File: src/rtl/interrupt_controller_pkg.sv
// Shared definitions for the interrupt controller slice.
//   NUM_IRQ / IRQ_ID_W        : request-line count and index width
//   DEFAULT_ISR_BASE/STRIDE   : default vector table placement
//   irq_state_t               : controller FSM state encoding
//   lowest_set()              : fixed-priority (lowest index wins) encoder
//   vector_addr()             : vector address arithmetic, wraps modulo 2^32
package interrupt_controller_pkg;

  localparam int unsigned NUM_IRQ  = 8;
  localparam int unsigned IRQ_ID_W = 3;

  localparam logic [31:0] DEFAULT_ISR_BASE   = 32'h0000_0100;
  localparam int unsigned DEFAULT_ISR_STRIDE = 16;

  typedef enum logic [1:0] {
    ST_IDLE    = 2'd0,
    ST_VECTOR  = 2'd1,
    ST_SERVICE = 2'd2,
    ST_RETURN  = 2'd3
  } irq_state_t;

  function automatic logic [IRQ_ID_W-1:0] lowest_set(input logic [NUM_IRQ-1:0] v);
    logic found;
    lowest_set = '0;
    found      = 1'b0;
    for (int unsigned i = 0; i < NUM_IRQ; i++) begin
      if (v[i] && !found) begin
        lowest_set = IRQ_ID_W'(i);
        found      = 1'b1;
      end
    end
  endfunction

  function automatic logic [31:0] vector_addr(input logic [31:0]         base,
                                              input logic [31:0]         stride,
                                              input logic [IRQ_ID_W-1:0] id);
    vector_addr = base + (32'(id) * stride);
  endfunction

endpackage

File: src/rtl/irq_edge_detect.sv
// Rising-edge detector with sticky pending bits for the interrupt lines.
//   clk, rst_n : clock, asynchronous active-low reset
//   irq        : request lines (synchronous to clk)
//   clr        : one-hot clear of a pending bit taken into service
//   pending    : latched rising edges awaiting service
module irq_edge_detect
  import interrupt_controller_pkg::*;
(
  input  logic               clk,
  input  logic               rst_n,
  input  logic [NUM_IRQ-1:0] irq,
  input  logic [NUM_IRQ-1:0] clr,
  output logic [NUM_IRQ-1:0] pending
);

  logic [NUM_IRQ-1:0] irq_q;
  logic               armed;
  logic [NUM_IRQ-1:0] rise;

  // armed stays low for the first cycle after reset so a line already high
  // at release is absorbed into irq_q instead of looking like a new edge.
  always_comb begin
    rise = irq & ~irq_q & {NUM_IRQ{armed}};
  end

  always_ff @(posedge clk or negedge rst_n) begin
    if (!rst_n) begin
      irq_q   <= '0;
      armed   <= 1'b0;
      pending <= '0;
    end else begin
      irq_q   <= irq;
      armed   <= 1'b1;
      // a fresh edge on a line being cleared keeps it pending
      pending <= (pending & ~clr) | rise;
    end
  end

endmodule

File: src/rtl/interrupt_controller.sv
// Single-level vectored interrupt controller.
//   clk, rst_n        : clock, asynchronous active-low reset
//   irq, irq_mask     : request lines (edge sensitive) and per-line enables
//   global_en         : master enable, sampled only when idle
//   pc, Stall, mret   : fetch pc, pipeline stall, return-from-ISR pulse
//   addressSrc        : redirect request, consumed in a cycle with Stall=0
//   isrAddress        : redirect target (vector or epc), 0 when no redirect
//   epc               : saved return pc
//   in_isr, active_id : servicing flag and index of the serviced line
//   irq_ack           : one-hot acknowledge, one cycle, at service entry
module interrupt_controller
  import interrupt_controller_pkg::*;
#(
  parameter logic [31:0] ISR_BASE   = DEFAULT_ISR_BASE,
  parameter int unsigned ISR_STRIDE = DEFAULT_ISR_STRIDE
) (
  input  logic                clk,
  input  logic                rst_n,
  input  logic [NUM_IRQ-1:0]  irq,
  input  logic [NUM_IRQ-1:0]  irq_mask,
  input  logic                global_en,
  input  logic [31:0]         pc,
  input  logic                Stall,
  input  logic                mret,
  output logic                addressSrc,
  output logic [31:0]         isrAddress,
  output logic [31:0]         epc,
  output logic                in_isr,
  output logic [IRQ_ID_W-1:0] active_id,
  output logic [NUM_IRQ-1:0]  irq_ack
);

  irq_state_t          state, state_next;
  logic [NUM_IRQ-1:0]  pending;
  logic [NUM_IRQ-1:0]  cand;
  logic [IRQ_ID_W-1:0] win_id;
  logic                load_id;
  logic                load_epc;

  irq_edge_detect u_edge (
    .clk     (clk),
    .rst_n   (rst_n),
    .irq     (irq),
    .clr     (irq_ack),
    .pending (pending)
  );

  always_comb begin
    cand   = pending & irq_mask;
    win_id = lowest_set(cand);
  end

  always_ff @(posedge clk or negedge rst_n) begin
    if (!rst_n) begin
      state     <= ST_IDLE;
      active_id <= '0;
      epc       <= '0;
    end else begin
      state <= state_next;
      if (load_id)  active_id <= win_id;
      if (load_epc) epc       <= pc;
    end
  end

  always_comb begin
    state_next = state;
    addressSrc = 1'b0;
    isrAddress = '0;
    irq_ack    = '0;
    load_id    = 1'b0;
    load_epc   = 1'b0;
    unique case (state)
      ST_IDLE: begin
        if (global_en && (cand != '0)) begin
          irq_ack    = {{(NUM_IRQ-1){1'b0}}, 1'b1} << win_id;
          load_id    = 1'b1;
          state_next = ST_VECTOR;
        end
      end
      ST_VECTOR: begin
        addressSrc = 1'b1;
        isrAddress = vector_addr(ISR_BASE, 32'(ISR_STRIDE), active_id);
        if (!Stall) begin
          load_epc   = 1'b1;
          state_next = ST_SERVICE;
        end
      end
      ST_SERVICE: begin
        if (mret) state_next = ST_RETURN;
      end
      ST_RETURN: begin
        addressSrc = 1'b1;
        isrAddress = epc;
        if (!Stall) state_next = ST_IDLE;
      end
      default: state_next = ST_IDLE;
    endcase
  end

  always_comb begin
    in_isr = (state != ST_IDLE);
  end

endmodule
File: config.mk
export PLATFORM = sky130hd
export DESIGN_NAME = interrupt_controller
export DESIGN_NICKNAME = d
export VERILOG_FILES = /design/src/rtl/interrupt_controller_pkg.sv /design/src/rtl/irq_edge_detect.sv /design/src/rtl/interrupt_controller.sv
export SDC_FILE = /design/constraint.sdc
export NUM_CORES = 1
export LEC_CHECK = 0
export ABC_AREA = 1
export ABC_CLOCK_PERIOD_IN_PS = 1900
export CAP_MARGIN = 30
export CELL_PAD_IN_SITES_DETAIL_PLACEMENT = 0
export CELL_PAD_IN_SITES_GLOBAL_PLACEMENT = 1
export CORE_MARGIN = 4
export CORE_UTILIZATION = 28
export CTS_CLUSTER_DIAMETER = 50
export DETAILED_ROUTE_END_ITERATION = 8
export MAX_ROUTING_LAYER = met4
export PLACE_DENSITY = 0.86
export SYNTH_ARGS = -nofsm -noshare
export SYNTH_HDL_FRONTEND = slang
export SYNTH_SLANG_ARGS = --single-unit
export TNS_END_PERCENT = 100
File: constraint.sdc
create_clock -name clk -period 1.9 [get_ports clk]
set_input_delay 0.38 -clock clk [delete_from_list [all_inputs] [get_ports clk]]
set_output_delay 0.38 -clock clk [all_outputs]
set_load 0.005 [all_outputs]
; Word level (Yosys, flattened, before mapping)
; Cells that the tools add are included.
[word_totals]
regBits = 54
inputBits = 53
[op_classes]
add_sub_neg = 1
eq_ne = 7
shifts = 1
muxes = 27
bitwise_logic = 7
reduce_logical = 20
[ops]
columns = cell, n
row1 = $pmux 32 s2, 1
row2 = $and 8x8->8, 4
row3 = $mux 8, 2
row4 = $not 8->8, 2
row5 = $mux 3, 5
row6 = $mux 1, 13
row7 = $add 9x7->10 const A, 1
row8 = $mux 2, 5
row9 = $logic_and 1x1->1, 8
row10 = $ne 2x2->1 const B, 4
row11 = $or 8x8->8, 1
row12 = $pmux 2 s4, 1
row13 = $reduce_bool 8->1, 1
row14 = $shl 1x3->8 const A, 1
row15 = $logic_not 1->1, 7
row16 = $eq 2x2->1 const B, 2
row17 = $reduce_and 4->1, 1
row18 = $eq 2x1->1 const B, 1
row19 = $logic_not 2->1, 1
row20 = $reduce_bool 2->1, 1
row21 = $reduce_or 2->1, 1

; Depth between registers and ports, before layout
; Gate-level depths: netlist of the first run.
[logic_depth]
word_depth = 29
depth_mapped = 9
mapped_depth_nobuf = 9

; By module
; From an unflattened synthesis of the first run, not the netlist that was laid out.
[unflattened]
cells_unflattened = 275
hier_area_um2 = 2603.7
[by_module_without_submodules]
columns = mod, instances, cells_per_inst, area_per_inst_um2
row1 = interrupt_controller, 1, 216, 2003.2
row2 = irq_edge_detect, 1, 59, 600.6

; Least setup slack after synthesis of the first run
; OpenSTA, ideal clock, no wires.
[synth_timing]
kind = reg2out
startpoint = reg state[0]
endpoint = out irq_ack[2]
arrival_ps = 1160
t_required_ps = 1520
slack_ps = 360
stages_incl_launch_ff = 5
cell_sequence = dfrtp_1 inv_1 ha_1 inv_2 nor4_1
[synth_between]
elab_chain_len = 2
[synth_rtl]
columns = item, line_no
row1 = from (decl), interrupt_controller.sv:33  ; irq_state_t state, state_next;
row2 = from (signal assigned), interrupt_controller.sv:59  ; state <= state_next;
row3 = $logic_not 2->1, interrupt_controller.sv:72  ; unique case (state)
row4 = $mux 8, interrupt_controller.sv:72
row5 = to (decl), interrupt_controller.sv:30  ; output logic [NUM_IRQ-1:0] irq_ack
; Every way passes these cells.

; Worst setup path after layout of the first run
[layout_timing]
startpoint = reg u_edge.pending[1]
endpoint = out irq_ack[0]
[layout_between]
elab_chain_len = 24
word_cells_on_any_way = 32
[layout_rtl]
columns = item, line_no
row1 = from (decl), irq_edge_detect.sv:13  ; output logic [NUM_IRQ-1:0] pending
row2 = from (signal assigned), irq_edge_detect.sv:35  ; pending <= (pending & ~clr) | rise;
row3 = $and 8x8->8 *, interrupt_controller.sv:49  ; cand = pending & irq_mask;
row4 = $logic_and 1x1->1, interrupt_controller_pkg.sv:27  ; if (v[i] && !found) begin
row5 = $mux 1, interrupt_controller_pkg.sv:27
row6 = $logic_not 1->1, interrupt_controller_pkg.sv:27
row7 = $logic_and 1x1->1, interrupt_controller_pkg.sv:27
row8 = $mux 1, interrupt_controller_pkg.sv:27
row9 = $logic_not 1->1, interrupt_controller_pkg.sv:27
row10 = $logic_and 1x1->1, interrupt_controller_pkg.sv:27
row11 = [... 8 more ...], n/a
row12 = $logic_and 1x1->1, interrupt_controller_pkg.sv:27
row13 = $mux 1, interrupt_controller_pkg.sv:27
row14 = $logic_not 1->1, interrupt_controller_pkg.sv:27
row15 = $logic_and 1x1->1, interrupt_controller_pkg.sv:27
row16 = $mux 3, interrupt_controller_pkg.sv:27
row17 = $shl 1x3->8, interrupt_controller.sv:75  ; irq_ack = {{(NUM_IRQ-1){1'b0}}, 1'b1} << win_id;
row18 = $mux 8 *, interrupt_controller.sv:74  ; if (global_en && (cand != '0)) begin
row19 = $mux 8 *, interrupt_controller.sv:72
; Mark *: on every way between the ends. The rest lies on a longest branch, timed or not.

==> results of run 1 <==
==> report_power, final <==
part | switching (mW) | leakage (nW) | internal, mW | total [mW]
clock network | 0.374 | 0.0514 | 0.394 | 0.768
registers | 0.364 | 0.618 | 1.60 | 1.97
logic | 1.56 | 1.78 | 2.36 | 3.92
==> layout by cell type (no fill, tap or decap), types with 3 or more instances in the layout <==
| cell | netlist | routed |
|---|---|---|
| a21oi_1 | 3 | 3 |
| buf_12 | 0 | 5 |
| buf_2 | 3 | 12 |
| buf_4 | 0 | 52 |
| buf_6 | 0 | 13 |
| clkbuf_16 | 0 | 3 |
| clkbuf_2 | 0 | 28 |
| clkbuf_8 | 0 | 5 |
| clkdlybuf4s50_1 | 0 | 78 |
| dfrtp_1 | 54 | 54 |
| dlygate4sd2_1 | 0 | 9 |
| ha_4 | 0 | 3 |
| inv_1 | 49 | 43 |
| inv_2 | 1 | 6 |
| mux2_2 | 32 | 32 |
| nand2_1 | 69 | 52 |
| nand2_2 | 3 | 16 |
| nand2_4 | 2 | 4 |
| nor2_1 | 13 | 9 |
| nor2_4 | 2 | 4 |
| nor3_2 | 1 | 3 |
| o21ai_0 | 9 | 6 |
| o21ai_1 | 5 | 6 |
==> synthesized netlist by cell type, types with 4 or more instances <==
master     n
mux2_2    32
inv_1     49
ha_1       4
nor3_1     5
o21ai_0    9
clkbuf_1   4
dfrtp_1   54
nand2_1   69
nor2_1    13
o21ai_1    5
nand3_1    4
==> repair_timing <==
action,4_1_cts,5_1_grt
setup endpoints to repair,42,42
cloned,0,3
pin swaps,26,6
endpoints found under the hold margin,0,0
setup buffers,20,18
gates resized for setup,131,93
==> worst paths after layout <==
check                                  start                 to  slack [ns]  depth (start not counted)
setup reg to reg           u_edge.pending[4]  u_edge.pending[2]        0.09                         12
setup / recovery           u_edge.pending[1]         irq_ack[0]       -0.22                         10
max in group asynchronous              rst_n            epc[16]        1.29                          2
min in group clk             u_edge.irq_q[3]  u_edge.pending[3]        0.50                          3
hold reg to reg              u_edge.irq_q[3]  u_edge.pending[3]        0.50                          3
hold / removal                         rst_n    u_edge.irq_q[4]        0.03                          1
==> metrics by stage <==
stage                     total power [mW]  cell area, sq um  instances  hold WS, ns  utilization [%]
after floorplan                       3.13              2550        272       0.0844                -
after global placement                5.22              4220        534        0.371             47.9
after detailed placement              5.31              4220        534        0.373             47.9
after CTS                             6.15              4560        562       0.0266             51.8
after global routing                  7.11              4790        582       0.0294             54.4
final                                 6.65              4790        582       0.0333             54.4
==> area by class of cell <==
class                   count  share of cell area [%]
flip-flops and latches     54                    28.2
clock inverters             2                   0.783
repair buffers            201                    37.3
clock buffers               6                    1.51
multi-input cells         161                    25.5
inverters                  50                    3.97
well taps                 108                    2.82
==> flip-flops by register name, indices dropped and copies added, names as in the netlist <==
register	count
u_edge.irq_q	8
u_edge.pending	8
u_edge.armed	1
state	2
active_id	3
epc	32
==> cells by family after synthesis <==
family,Yosys count,share of synthesized area (%)
buf+inv,57,8.53
other cells,1,0.147
mux,32,14.1
flops,54,53.0
simple gates,105,18.3
fa+ha+maj,4,1.96
compound gates,19,3.92
==> critical path, stage by stage (launching register included) <==
cell     delay (ns)
dfrtp_1        0.41
nand2_2        0.10
nand2_4        0.08
nor2_4         0.16
buf_6          0.12
nand4_1        0.14
nand2_1        0.13
inv_1          0.06
nand3_2        0.08
nor2_2         0.05
buf_2          0.12
==> per-layer routing <==
layer / share of wire, % / global-route usage, % / up-vias
met5: 0 / - / -
met4: 2.2 / 2.99 / 0
met3: 11 / 4.96 / 19
met2: 50 / 27.0 / 130
met1: 37 / 16.1 / 1193
li1: - / - / 1243
==> results.toml, run 1 <==
[global_route]
grt_use_total_pct = 15.0
grt_first_pass_wirelength_mm = 12.2
grt_pass1_vias = 2592
antenna_found_initial = 0
gr-total-overflow = 0
grt_max_degree = 37

[critical_path]
end_kind = "output pin"
crit_path_start_kind = "flip-flop"
crit_path_max_fanout = 4
cp.required_ns = 1.52
path_class = "flip-flop to output pin"
worst_ep_arrival_time_ns = 1.74

[die]
die_w_um = 103
fp.dieH_um = 103
coreArea_sq_mm = 0.00881
initial_core_util_pct = 29.0
die_area_sq_mm = 0.0107
io_pins = 130
row_count = 34

[sta]
setup_tns_ns = -1.48
setup_ws_ns = -0.219
worstMarginPinSlew_ns = 0.516
slew_headroom_pct = 65.6
rsz0062_at_grt = "true"
period_minus_slack_ns = 2.12
setup_viol = 10
hold_viol = 0
fin_skew_ns = 0.00486
slew_viol_final = 0
fmax_mhz = 472
finalCritPeriodShare_pct = 112

[placement]
numPortBuffers = 129
pre_cts_slack_ns = -0.675
place.gp.congestion = 0.886
dp_hpwl_mm = 5.78

[synthesis]
synth_top_area_share_pct = 53.0
async_flop_share_pct = 100
ys_ff_latch = 54
syn_nets = 329
synth_edf_count = 0
synth_area_sq_mm = 0.00255
yosysTopAreaCell = "dfrtp_1"
yosys_most_used_dff = "dfrtp_1"
synth_cell_types = 25
yosysWarningCount = 0
syn_area_per_cell_sq_um = 9.38
ys_top_cells_by_area = "dfrtp_1, mux2_2, nand2_1"
synthCells = 272
ys_seq_area_share_pct = 53.0

[clocking]
cts.reportedPaths.clkPinSlew_ns = 0.10
clk_latency_ns = 0.30
clkSinkCount = 54
numCtsBuffers = 5
cts_hold_buf = 0
cts_tree = "done"
root_buffer = "clkbuf_8"
h-tree-depth = 2
clock_path_buffers = 2

[cells_and_area]
n_antenna_cell = 0
multi_input_area_sq_mm = 0.00122
area_delta_synth_final_pct = 87.9
drive_above_1_share_pct = 43.0
register_area_sq_mm = 0.00135
nets = 530
fillers = 747

[power]
leakage_nw = 2.45
ir_drop_uv = 524
p_per_area_mw_per_mm2 = 1390

[job]
cap_violations = 0

[route]
drc_errors = 0
drtPass1Iterations = 4
via_count = 2585
vias_per_cell = 4.44
wirelength_mm = 8.68
ant_nets = 0
wl_per_cell_um = 14.9
drt_iter0_markers = 51

[status]
violations = "setup timing"
outcome = "finished with violations"

[hold_path]
hp-class = "primary input to asynchronous set/reset pin"
(Power assumes the default switching activity.)
==> run 2: changes to the inputs <==
--- a/config.mk
+++ b/config.mk
@@ -11,9 +11,10 @@
 export CELL_PAD_IN_SITES_DETAIL_PLACEMENT = 0
 export CELL_PAD_IN_SITES_GLOBAL_PLACEMENT = 1
 export CORE_MARGIN = 4
-export CORE_UTILIZATION = 28
+export CORE_UTILIZATION = 45
 export CTS_CLUSTER_DIAMETER = 50
 export DETAILED_ROUTE_END_ITERATION = 8
+export DONT_BUFFER_PORTS = 1
 export MAX_ROUTING_LAYER = met4
 export PLACE_DENSITY = 0.86
 export SYNTH_ARGS = -nofsm -noshare
==> results.toml, run 2 (synthesis results as in run 1) <==
[sta]
fmax_mhz = 502
slew_viol_final = 0
finalCritPeriodShare_pct = 105
period_minus_slack_ns = 1.99
rsz0062_at_grt = "true"
fin_skew_ns = 0.00512
hold_viol = 0
setup_ws_ns = -0.0909
setup_viol = 3
holdWs_ns = 0.0954

[placement]
dp_hpwl_mm = 4.28
numPortBuffers = 0
place.gp.congestion = 0.753

[clocking]
numCtsBuffers = 5
h-tree-depth = 2
clkSinkCount = 54
cts_tree = "done"
root_buffer = "clkbuf_8"
clk_latency_ns = 0.30
cts.reportedPaths.clkPinSlew_ns = 0.09
clock_path_buffers = 2

[die]
fp.dieH_um = 83.3
die_area_sq_mm = 0.00694
row_count = 27
coreArea_sq_mm = 0.00551
die_w_um = 83.3
io_pins = 130
initial_core_util_pct = 46.3

[global_route]
grt_first_pass_wirelength_mm = 8.88
gr-total-overflow = 0
grt_use_total_pct = 16.4
grt_max_degree = 55
grt_pass1_vias = 1797
antenna_found_initial = 0

[cells_and_area]
final_common_cell = "nand2_1"
drive_above_1_share_pct = 30.0
area_delta_synth_final_pct = 18.4
n_antenna_cell = 0
largest_reg_flops = 32
top_register = "epc"
most-common-layout-cells = "nand2_1, dfrtp_1, inv_1"
nets = 349
final_util_pct = 54.9
top_regs = "epc (32), u_edge.irq_q (8), u_edge.pending (8)"

[route]
wl_per_cell_um = 16.1
drtPass1Iterations = 4
wirelength_mm = 5.89
drc_errors = 0
via_count = 1843
vias_per_cell = 5.05
ant_nets = 0
drt_iter0_markers = 69

[hold_path]
hp-class = "primary input to flip-flop"

[power]
ir_drop_uv = 605
p_per_area_mw_per_mm2 = 1440
leakage_nw = 1.60
p_total_mw = 4.36

[status]
outcome = "finished with violations"
violations = "setup timing"

[critical_path]
max_stage_delay_ns = 0.42
crit_buf_inv = 0
cp.required_ns = 1.52
crit_path_start_kind = "flip-flop"
crit_path_frequent_cell = "nor3_2"
crit_path_max_fanout = 4
path_class = "flip-flop to output pin"
slowest_stage = "dfrtp_1"
end_kind = "output pin"
crit_family = "simple AND/OR/NAND/NOR gates"
worst_ep_arrival_time_ns = 1.61
crit_chain = "nand2_2 -> nand2_4 -> nor3_2 -> nand4_1 -> nor3_2"
regToRegSetupSlack_ns = 0.35

[job]
cap_violations = 0
run 2: cell count changes in the layout (fill, tap and decap cells not counted), moves of 4 or more:
cell,change
inv_2,-6
clkdlybuf4s50_1,-78
inv_1,+6
buf_12,-4
buf_6,-11
nand2_2,-10
nand2_1,+12
buf_4,-37
clkbuf_2,-28
buf_2,-12
dlygate4sd2_1,-9
run 2: power by group:
| part | internal [mW] | switching, mW | total, mW |
|---|---|---|---|
| clock network | 0.295 | 0.355 | 0.650 |
| logic | 0.747 | 0.924 | 1.67 |
| registers | 1.60 | 0.439 | 2.04 |
| total | 2.65 | 1.72 | 4.36 |
run 2: timing repair:
action                                  in CTS  in global routing
resized for setup                           10                 23
pin swaps                                    3                 13
endpoints found under the setup margin       7                  9
setup buffers                                1                 13
hold buffers                                 2                  0
hold endpoints to repair                    54                  0
run 2: final timing paths:
check,from,endpoint,depth (start not counted)
max,u_edge.pending[0],irq_ack[7],5
min reg2reg,u_edge.irq_q[0],u_edge.pending[0],3
min,irq[1],u_edge.irq_q[1],0
max in group asynchronous,rst_n,epc[15],2
min in group asynchronous,rst_n,u_edge.irq_q[1],2
max reg2reg,state[1],state[0],7
run 2: metal layers:
metal	share of wire (%)	wire length (um)	track usage, %
met1	37	2150	17.9
met2	54	3170	28.9
met3	8.7	510	5.16
met4	1.0	59	4.46
met5	0	0	-
run 2: cell type report:
cell class,instances,area [sq um]
clock buffers,7,86.3
clock inverters,1,5.00
fillers,510,2480
inverters,50,190
multi-input cells,161,1110
flip-flops and latches,54,1350
well taps,72,90.1
repair buffers,20,193
run 2: metrics by stage:
step                      instance area (sq um)  instances  setup TNS, ns  worst slack (ns)
after global placement                     2650        341              0             0.242
after CTS                                  2830        352         -0.135           -0.0582
after detailed placement                   2650        341              0             0.201
after floorplan                            2550        272              0             0.360
final                                      3020        365         -0.168           -0.0909
after global routing                       3020        365         -0.683            -0.170
